==> config.mk <==
export PLATFORM = sky130hd
export DESIGN_NAME = vector_loader
export DESIGN_NICKNAME = d
export VERILOG_FILES = /design/src/rtl/vector_loader.sv
export SDC_FILE = /design/constraint.sdc
export NUM_CORES = 1
export LEC_CHECK = 0
export CAP_MARGIN = 20
export CORE_MARGIN = 2
export CORE_UTILIZATION = 40
export DETAILED_ROUTE_END_ITERATION = 7
export PLACE_DENSITY = 0.72
export SETUP_SLACK_MARGIN = 0.15
export SLEW_MARGIN = 10
export SYNTH_ARGS = -nofsm -noshare
export SYNTH_HDL_FRONTEND = slang
export SYNTH_SLANG_ARGS = --single-unit
==> constraint.sdc <==
create_clock -name clk -period 2.05 [get_ports clk]
set_input_delay 0.5125 -clock clk [delete_from_list [all_inputs] [get_ports clk]]
set_output_delay 0.5125 -clock clk [all_outputs]
set_load 0.05 [all_outputs]
==> src/rtl/vector_loader.sv <==
// vector_loader: byte-serial element stream -> two packed N_ELEM-element vectors.
// A frame is 2*N_ELEM accepted beats; the first N_ELEM fill vector1, the rest
// fill vector2. The finished frame is held on vector1/vector2 with out_valid
// until the consumer takes it with out_ready.
// Optional build macro: VLOAD_PINGPONG_EN -- keep assembling the next frame
// while the current one is held; only the final beat waits for a free slot.

// One assembly element register: loads on we_i, clears on clr_i (clr wins).
module vload_slot #(
  parameter int W = 8
) (
  input  logic         clk,
  input  logic         reset,
  input  logic         we_i,
  input  logic         clr_i,
  input  logic [W-1:0] d_i,
  output logic [W-1:0] q_o
);

  logic [W-1:0] q_q;

  // element storage with synchronous active-low reset
  always_ff @(posedge clk) begin
    if (!reset)     q_q <= '0;
    else if (clr_i) q_q <= '0;
    else if (we_i)  q_q <= d_i;
  end

  assign q_o = q_q;

endmodule

module vector_loader #(
  parameter int ELEM_W = 8,
  parameter int N_ELEM = 10,
  parameter int CNT_W  = 16
) (
  input  logic                     clk,
  input  logic                     reset,
  input  logic                     in_valid,
  output logic                     in_ready,
  input  logic [ELEM_W-1:0]        in_data,
  input  logic                     in_last,
  output logic                     out_valid,
  input  logic                     out_ready,
  output logic [N_ELEM*ELEM_W-1:0] vector1,
  output logic [N_ELEM*ELEM_W-1:0] vector2,
  output logic                     frame_err,
  output logic [CNT_W-1:0]         frame_cnt
);

  localparam int BEATS = 2 * N_ELEM;
  localparam int IDX_W = $clog2(BEATS);
  localparam int VW    = N_ELEM * ELEM_W;
  localparam logic [IDX_W-1:0] LAST_IDX = IDX_W'(BEATS - 1);

  localparam logic [0:0] FILL = 1'b0;
  localparam logic [0:0] HOLD = 1'b1;

  typedef struct packed {
    logic [ELEM_W-1:0] data;
    logic              last;
  } beat_t;

  beat_t beat;
  assign beat = '{data: in_data, last: in_last};

  logic [0:0]       state_q, state_d;
  logic [IDX_W-1:0] idx_q, idx_d;
  logic [VW-1:0]    vec1_q, vec1_d, vec2_q, vec2_d;
  logic             err_q, err_d;
  logic [CNT_W-1:0] cnt_q, cnt_d;

  // Assembly storage for beats 0..BEATS-2; the final beat is taken straight
  // from the input when the frame completes, so it never needs a register.
  logic [BEATS-2:0][ELEM_W-1:0] slot_q;
  logic [BEATS-1:0][ELEM_W-1:0] asm_full;

  logic acc, at_last, bad, done, xfer;

  assign out_valid = (state_q == HOLD);
  assign at_last   = (idx_q == LAST_IDX);

  // in_ready depends only on registered state and reset, never on in_valid/out_ready
`ifdef VLOAD_PINGPONG_EN
  assign in_ready = reset & ~(at_last & out_valid);
`else
  assign in_ready = reset & (state_q == FILL);
`endif

  assign acc  = in_valid & in_ready;
  assign bad  = acc & (beat.last ^ at_last);
  assign done = acc & beat.last & at_last;
  assign xfer = out_valid & out_ready;

  for (genvar k = 0; k < BEATS - 1; k++) begin : g_slot
    vload_slot #(.W(ELEM_W)) u_slot (
      .clk   (clk),
      .reset (reset),
      .we_i  (acc & (idx_q == IDX_W'(k))),
      .clr_i (bad | done),
      .d_i   (beat.data),
      .q_o   (slot_q[k])
    );
  end

  assign asm_full = {beat.data, slot_q};

  // next-state: beat index, hold/fill state, output copy, error pulse, counter
  always_comb begin
    state_d = state_q;
    idx_d   = idx_q;
    vec1_d  = vec1_q;
    vec2_d  = vec2_q;
    err_d   = bad;
    cnt_d   = cnt_q;
    if (bad || done)  idx_d = '0;
    else if (acc)     idx_d = idx_q + IDX_W'(1);
    // a completion can only happen with the output slot already empty, so
    // transfer and completion never collide in the same cycle
    if (xfer) begin
      state_d = FILL;
      cnt_d   = cnt_q + CNT_W'(1);
    end
    if (done) begin
      state_d = HOLD;
      vec1_d  = asm_full[N_ELEM-1:0];
      vec2_d  = asm_full[BEATS-1:N_ELEM];
    end
  end

  // control and output registers, synchronous active-low reset
  always_ff @(posedge clk) begin
    if (!reset) begin
      state_q <= FILL;
      idx_q   <= '0;
      vec1_q  <= '0;
      vec2_q  <= '0;
      err_q   <= 1'b0;
      cnt_q   <= '0;
    end else begin
      state_q <= state_d;
      idx_q   <= idx_d;
      vec1_q  <= vec1_d;
      vec2_q  <= vec2_d;
      err_q   <= err_d;
      cnt_q   <= cnt_d;
    end
  end

  assign vector1   = vec1_q;
  assign vector2   = vec2_q;
  assign frame_err = err_q;
  assign frame_cnt = cnt_q;

endmodule

---- Yosys cells after proc, flatten, opt, wreduce, memory -nomap -nowiden ----
Cells that the tools add are included.
operators by class
  add/subtract/negate cells ............... 2
  eq/ne operators ......................... 19
  muxes and demuxes ....................... 2
  bitwise gates (word level) .............. 29
  reduce and logical (&&, ||, !) cells .... 5
operators with widths
  operator                                        number
  == test 5 x 4 -> 1 bit (second input constant)  8
  AND 1 bit                                       25
  == test 5 x 3 -> 1 bit (second input constant)  4
  == test 5 bit (second input constant)           4
  adder 16 x 1 -> 16 bit (second input constant)  1
  == test 5 x 2 -> 1 bit (second input constant)  2
  adder 5 x 1 -> 5 bit (second input constant)    1
  == test 5 x 1 -> 1 bit (second input constant)  1
  logical NOT 5 bit                               1
  OR reduction 2 bit                              2
  2-to-1 mux 1 bit                                2
  inverter 1 bit                                  2
  nonzero test 2 bit                              1
  logical OR 1 bit                                1
  bitwise OR 1 bit                                1
  bitwise XOR 1 bit                               1
word-level totals
  register bits after elaboration ......... 335
  word-level logic and storage cells ...... 82

---- Depth between registers and ports, before layout ----
Gate-level depths: netlist (run 1).
  depth in word-level cells ............... 7
  depth in mapped cells ................... 8

---- Cells and area by module ----
From an unflattened synthesis (run 1), not the netlist that was laid out.
unflattened totals
  cell total of the unflattened synthesis .. 1375
  area, all modules ....................... 12363.1 µm²
modules (own cells, without submodules)
  module         times used  cells an instance  area an instance (µm²)  sequential area each (µm²)
  vector_loader  1           862                6800.3                  3663.5
  vload_slot     19          27                 292.8                   160.2

---- Worst setup path after synthesis (run 1) ----
OpenSTA, ideal clock, no wires.
  kind .................................... in2out
  from .................................... in reset
  to ...................................... out in_ready
  arrival time ............................ 1.800 ns
  data required time ...................... 1.537 ns
  setup slack ............................. -0.262 ns
  stages .................................. 5
  buffers on the path ..................... 3
  path through ............................ buf_2 -> inv_1 -> clkbuf_1 -> buf_1 -> nor2_1
between the ends
  longest elaborated chain between the ends .. 1
ends and longest elaborated chain
  what         line  RTL
  from (decl)  39    input logic reset,
  AND 1 bit    88    assign in_ready = reset & (state_q == FILL);
  to (decl)    41    output logic in_ready,
No other way between the ends.

---- Final worst setup path (run 1) ----
  from .................................... reg vec1_q[52], in the netlist vector1[52]
  to ...................................... out vector1[52]
RTL lines
  what                    line  RTL
  from (decl)             70    logic [VW-1:0] vec1_q, vec1_d, vec2_q, vec2_d;
  from (signal assigned)  144   vec1_q <= vec1_d;
  to (decl)               46    output logic [N_ELEM*ELEM_W-1:0] vector1,
No word-level cell between the ends.

==> results of run 1 <==
## worst paths after layout
kind	slack, ns	cells after the start	end
worst min register to register	0.45	2	vector1[0]
worst min-delay path	0.45	2	vector1[0]
worst max-delay path	0.18	1	vector1[52]
worst max register to register	0.30	7	vector2[33]
## registers in the layout (all words and copies together), names as in the netlist
signal,count
vector1,80
out_valid,1
g_slot.u_slot.q_o,152
frame_err,1
vector2,80
frame_cnt,16
idx_q,5
## routing by layer
layer  up-vias  track usage
li1       4783            -
met1      4623        0.245
met2       194        0.333
met3        46       0.0328
met4         0       0.0533
met5         -            0
## placed cells by master (no fill, tap or decap), types with 3 or more instances in the layout
master / n
a21oi_1: 170
and3_1: 3
and4_1: 3
buf_12: 29
buf_4: 64
clkbuf_1: 13
clkbuf_16: 37
clkbuf_2: 68
clkbuf_8: 6
clkdlybuf4s15_1: 28
clkdlybuf4s15_2: 52
clkdlybuf4s50_1: 11
dfxtp_1: 334
ha_1: 6
inv_1: 3
mux2i_1: 149
nand2_1: 347
nand2b_1: 5
nand3_1: 7
nand3_2: 3
nand3_4: 10
nand4_1: 6
nand4_2: 3
nor2_1: 162
xnor2_1: 5
xor2_1: 10
## logic make-up (layout without fill, tap and decap cells)
kind of cell / Yosys count / in the layout / synth area share
AND/OR/NAND/NOR: 568 / 568 / 0.198
other: 0 / 1 / 0
AO/OA/AOI/OAI: 172 / 172 / 0.0701
buffers and inverters: 105 / 318 / 0.0498
XOR/XNOR: 15 / 15 / 0.0107
multiplexers: 149 / 149 / 0.121
flip-flops: 335 / 335 / 0.544
adder cells (fa/ha/maj): 6 / 6 / 0.00609
## through the flow
stage | util | worst slack [ns]
after floorplan | - | 0.151
after global placement | 0.490 | -0.255
after detailed placement | 0.490 | -0.304
after CTS | 0.528 | 0.0636
after global routing | 0.518 | 0.150
final | 0.518 | 0.181
## cell type report
type                            count  area, um^2  area share
Sequential cell                   335        6710       0.425
Multi-Input combinational cell    910        5030       0.319
Timing Repair Buffer              252        2380       0.151
Clock buffer                       56        1060      0.0670
Tap cell                          396         495      0.0314
Clock inverter                      6        85.1     0.00539
Inverter                            4        20.0     0.00127
Antenna cell                        1        2.50    0.000159
## power breakdown
part / switching (mW) / total (mW) / internal (mW) / leakage, nW
Sequential: 0.0118 / 6.54 / 6.53 / 2.70
Combinational: 0.289 / 0.421 / 0.133 / 3.40
Clock: 2.59 / 6.28 / 3.69 / 0.555
## synthesized netlist by cell type
library cell	n	area (um^2)
and2b_1	1	7.51
nor2b_1	1	6.26
nand2_1	348	1310
nor2_1	163	612
nand3_1	7	35.0
inv_1	4	15.0
and3_1	4	25.0
buf_8	2	30.0
buf_2	19	95.1
nor3b_1	1	7.51
buf_4	20	150
nor4b_2	1	15.0
and4b_1	2	20.0
nand3_2	4	40.0
xnor2_1	5	43.8
buf_1	4	15.0
nand2b_1	5	31.3
nand4_1	6	37.5
dfxtp_1	335	6710
a211oi_1	1	7.51
and3b_1	1	8.76
mux2i_1	149	1490
nor2_2	1	6.26
and4_1	3	26.3
and2_1	2	12.5
and2_0	1	6.26
xor2_1	10	87.6
o21ai_0	1	5.00
nand2_2	1	6.26
nor3_1	2	10.0
clkbuf_1	43	161
nand3_4	9	158
ha_1	6	75.1
nand4_2	3	37.5
a21oi_1	170	851
buf_6	13	146
and4bb_2	2	25.0
==> results.ini, run 1 <==
[critical_path]
cpMaxStageDelayCell = clkdlybuf4s15_1
crit_required_ns = 1.54
slowest_delay_ns = 0.50
cp-start-kind = flip-flop
crit_fanout = 2
path_class = flip-flop to primary output
crit_chain = clkdlybuf4s15_1
arrival_ns = 1.36
crit_start = vector1[52]
path_buf_inv = 1
crit_path_end_kind = primary output
r2r-start = idx_q[1]
cp_top_family = buffers and inverters

[floorplan]
dieArea_mm2 = 0.0322
coreArea_mm2 = 0.0304
die_x_um = 180
core.rowCount = 64
start_util = 0.405
io_pins = 192
fp.dieH_um = 180

[cts]
post_cts_buffers = 0
cts-resized-gates = 322
htree_levels = 2
root_buffer = clkbuf_16
hold_buffers = 0
cts_tree = yes
numCtsBuffers = 37
clk_path_buf_depth = 3
clock_latency_ns = 0.52
cts_num_sinks = 335
clk_pin_slew_ns = 0.06

[layout]
stdcell_count = 1960
design_area_mm2 = 0.0158
area_delta_synth_final_pct = 28.0
fillers = 2792
nets = 1559
layout-drive-gt1-share = 0.184

[drt]
drc = 0
dr_total_vias = 9646
wirelength_um = 31600
drt_iter0_drc = 449
ant_nets = 0
via_per_inst = 4.92
met1Wirelength_um = 14100
top_layer = met4
dr.pass1.iters = 5
wl_met2_um = 15400
post_drt_wl_per_cell_um = 16.1
routed-wl-met3_um = 1420

[power]
p_leak_nw = 6.65
powerDensity_mw_per_mm2 = 839
vdd_drop_max_mv = 0.701
finalPower_mw = 13.2

[flow_run]
maxCapViolations = 0

[global_routing]
grt_pass1_vias = 9573
grt_pass1_wl_um = 51000
grtUsageTotal = 0.192
grt_overflow = 0
antenna_found_initial = 1
grt_max_degree = 68

[sta]
final_max_slew_viol_count = 0
hold_violations = 0
fin_crit_sh = 0.912
clock_skew_ns = 0.00933
whs_ns = 0.447
min_period_ns = 1.87
max_freq_mhz = 535
final.setup.tns_ns = 0
slew-limit-headroom = 0.616
rsz0062_at_grt = false
setup_viol = 0
worst_pin_slew_ns = 0.575

[logic_synthesis]
syn_area_mm2 = 0.0123
ys_types = 37
yosysSeqAreaShare = 0.544
ys_warn_count = 0
synth_area_per_cell_um2 = 9.13
ys_ff_latch = 335
netlist_instances = 1350
syn_nets = 1369

[placement]
dp_cells = 1897
placedInstanceArea_mm2 = 0.0149
hpwl_um = 20400
place_congestion = 0.818
io_buffers = 191

[outcome]
status = finished clean

[min_path]
hold_path.startpoint = g_slot[0].u_slot.q_o[0]
min_path_type = flip-flop to flip-flop

No activity file was read; power rests on OpenSTA's default activity.
==> run 2, diff against run 1 <==
PLACE_DENSITY = 0.75   (was 0.72)
clock period = 1.6 ns   (was 2.05 ns; I/O delays follow)
==> run 2 against run 1 <==
  * The run now ends with setup timing left
  * Critical endpoint is now vector2[18]
  * Sequential power grew 28%
  * Clock-buffer cell count shrank 8
  * Global-route usage grew 3.0 points
  * Largest power group unchanged
  * Total power grew 32%
  * Critical path depth grew 8
  * Final cell count grew 2.6%
  * Routed wire length grew 26%
==> results.ini, run 2 (same netlist as run 1, synthesis figures left out) <==
[critical_path]
rr_endpoint = vector2[18]
ff2ff_path_depth = 9
crit_fanout = 8
crit_start = idx_q[0]
path_class = flip-flop to flip-flop
crit_required_ns = 2.03
cpMaxStageDelayCell = dfxtp_2
crit_chain = ha_4 > and4bb_2 > buf_6 > and3_4 > buf_6 > buf_12 > clkbuf_16 > nand2_1 > a21oi_1
slowest_delay_ns = 0.35
arrival_ns = 2.27
critPathMostFrequentCell = buf_6
r2r_slack_ns = -0.24
r2r-start = idx_q[0]
cp-start-kind = flip-flop
crit_path_end_kind = flip-flop

[drt]
ant_nets = 0
wirelength_um = 39900
drc = 0
dr_total_vias = 10600
dr.pass1.iters = 5
drt_iter0_drc = 716
via_per_inst = 5.26
post_drt_wl_per_cell_um = 19.9

[floorplan]
core.rowCount = 64
fp.dieH_um = 180
io_pins = 192
dieArea_mm2 = 0.0322
start_util = 0.405
coreArea_mm2 = 0.0304
die_x_um = 180

[sta]
rsz0062_at_grt = true
worst_pin_slew_ns = 0.639
max_freq_mhz = 543
fin_ws_ns = -0.241
hold_violations = 0
min_period_ns = 1.84
final_max_slew_viol_count = 0
fin_crit_sh = 1.15
final.setup.tns_ns = -38.60
slew-limit-headroom = 0.574
clock_skew_ns = 0.0207
setup_viol = 317

[layout]
n_antenna_cell = 0
mostFrequentLayoutCell = dfxtp_1
stdcell_count = 2010
fin_util = 0.647
design_area_mm2 = 0.0197
layout-drive-gt1-share = 0.320
largest_reg_flops = 152
layout_common_cells = dfxtp_1, nand2_1, buf_12
nets = 1609
area_delta_synth_final_pct = 59.9

[power]
vdd_drop_max_mv = 0.605
powerDensity_mw_per_mm2 = 886
p_leak_nw = 8.36

[cts]
hold_buffers = 0
clk_path_buf_depth = 3
cts_tree = yes
clock_latency_ns = 0.51
htree_levels = 2
cts_num_sinks = 335
root_buffer = clkbuf_16
clk_pin_slew_ns = 0.07
numCtsBuffers = 35

[flow_run]
maxCapViolations = 0

[min_path]
min_path_type = flip-flop to flip-flop
hold_path.startpoint = g_slot[15].u_slot.q_o[7]
worstHoldEndpoint = g_slot[15].u_slot.q_o[7]
whs_path_depth = 2

[global_routing]
grt_overflow = 0
grtUsageTotal = 0.221
grt_pass1_vias = 10400
antenna_found_initial = 1
grt_max_degree = 61
grt_pass1_wl_um = 57400

[outcome]
violations = setup timing
status = finished, violations left

[placement]
dp_cells = 1899
pre_cts_ws_ns = -0.546
io_buffers = 191
placedInstanceArea_mm2 = 0.0168
place_congestion = 0.839
hpwl_um = 20800

==> run 2: changes by cell type in the layout (fill, tap and decap cells not counted), moves of 27 or more <==
cell | before | now
buf_12 | 29 | 211
clkbuf_2 | 68 | 0
a21oi_1 | 170 | 113
a21oi_2 | 0 | 57
nand2_1 | 347 | 292
clkdlybuf4s15_2 | 52 | 0
clkdlybuf4s15_1 | 28 | 0
nand2_2 | 1 | 29
buf_4 | 64 | 37
==> run 2: how the worst max path moves through the flow <==
stage | cells past startpoint | slack, ns | endpoint
2_1_floorplan | 7 | -0.007 | g_slot[7].u_slot.q_o[7]
3_3_place_gp | 6 | -0.52 | vector2[69]
3_5_place_dp | 6 | -0.55 | vector2[54]
4_1_cts | 9 | -0.15 | vector1[50]
5_1_grt | 9 | -0.33 | vector2[18]
6_report | 9 | -0.24 | vector2[18]
==> run 2: critical path: cells and delay by family (launching register included) <==
kind	cells	cell delay, ns
simple gates	3	0.58
buf+inv	4	0.52
flops	1	0.35
compound gates	1	0.15
fa+ha+maj	1	0.14
==> run 2: area by class of cell <==
class / count / area, um^2
sequential: 335 / 6740
clock buffer: 48 / 1020
clock inverter: 13 / 156
inverter: 4 / 22.5
timing repair buffer: 304 / 5650
tap: 396 / 495
multi-input combinational: 910 / 5620
fill: 2207 / 10700
==> run 2: power by group <==
group	internal (mW)	switching (mW)	total [mW]
combinational	0.318	0.466	0.784
sequential	8.35	0.0172	8.37
clock	4.96	3.34	8.29
==> run 2: routing by layer <==
layer  vias to the layer above  track usage  routed length (um)
met4                         2       0.0777                1180
met2                       447        0.362               19100
met5                         -            0                  12
met3                       102       0.0438                2670
met1                      5121        0.291               17000
li1                       4893            -                   -
==> run 2: what timing repair did <==
item	CTS	global route
setup endpoints to repair	447	501
gates cloned	16	13
pin swaps	44	54
setup buffers	11	10
gates resized for setup	55	149
==> run 2: through the flow <==
step | hold slack (ns) | total power [mW]
2_1_floorplan | 0.431 | 8.88
3_3_place_gp | 0.438 | 9.13
3_5_place_dp | 0.448 | 9.13
4_1_cts | 0.457 | 17.5
5_1_grt | 0.469 | 17.9
6_report | 0.453 | 17.4
==> run 3, diff against run 2 <==
TNS_END_PERCENT = 100   (was not set)
==> results of run 3 <==
Same layout as run 2: the final DEF is identical, and so are final timing and power.
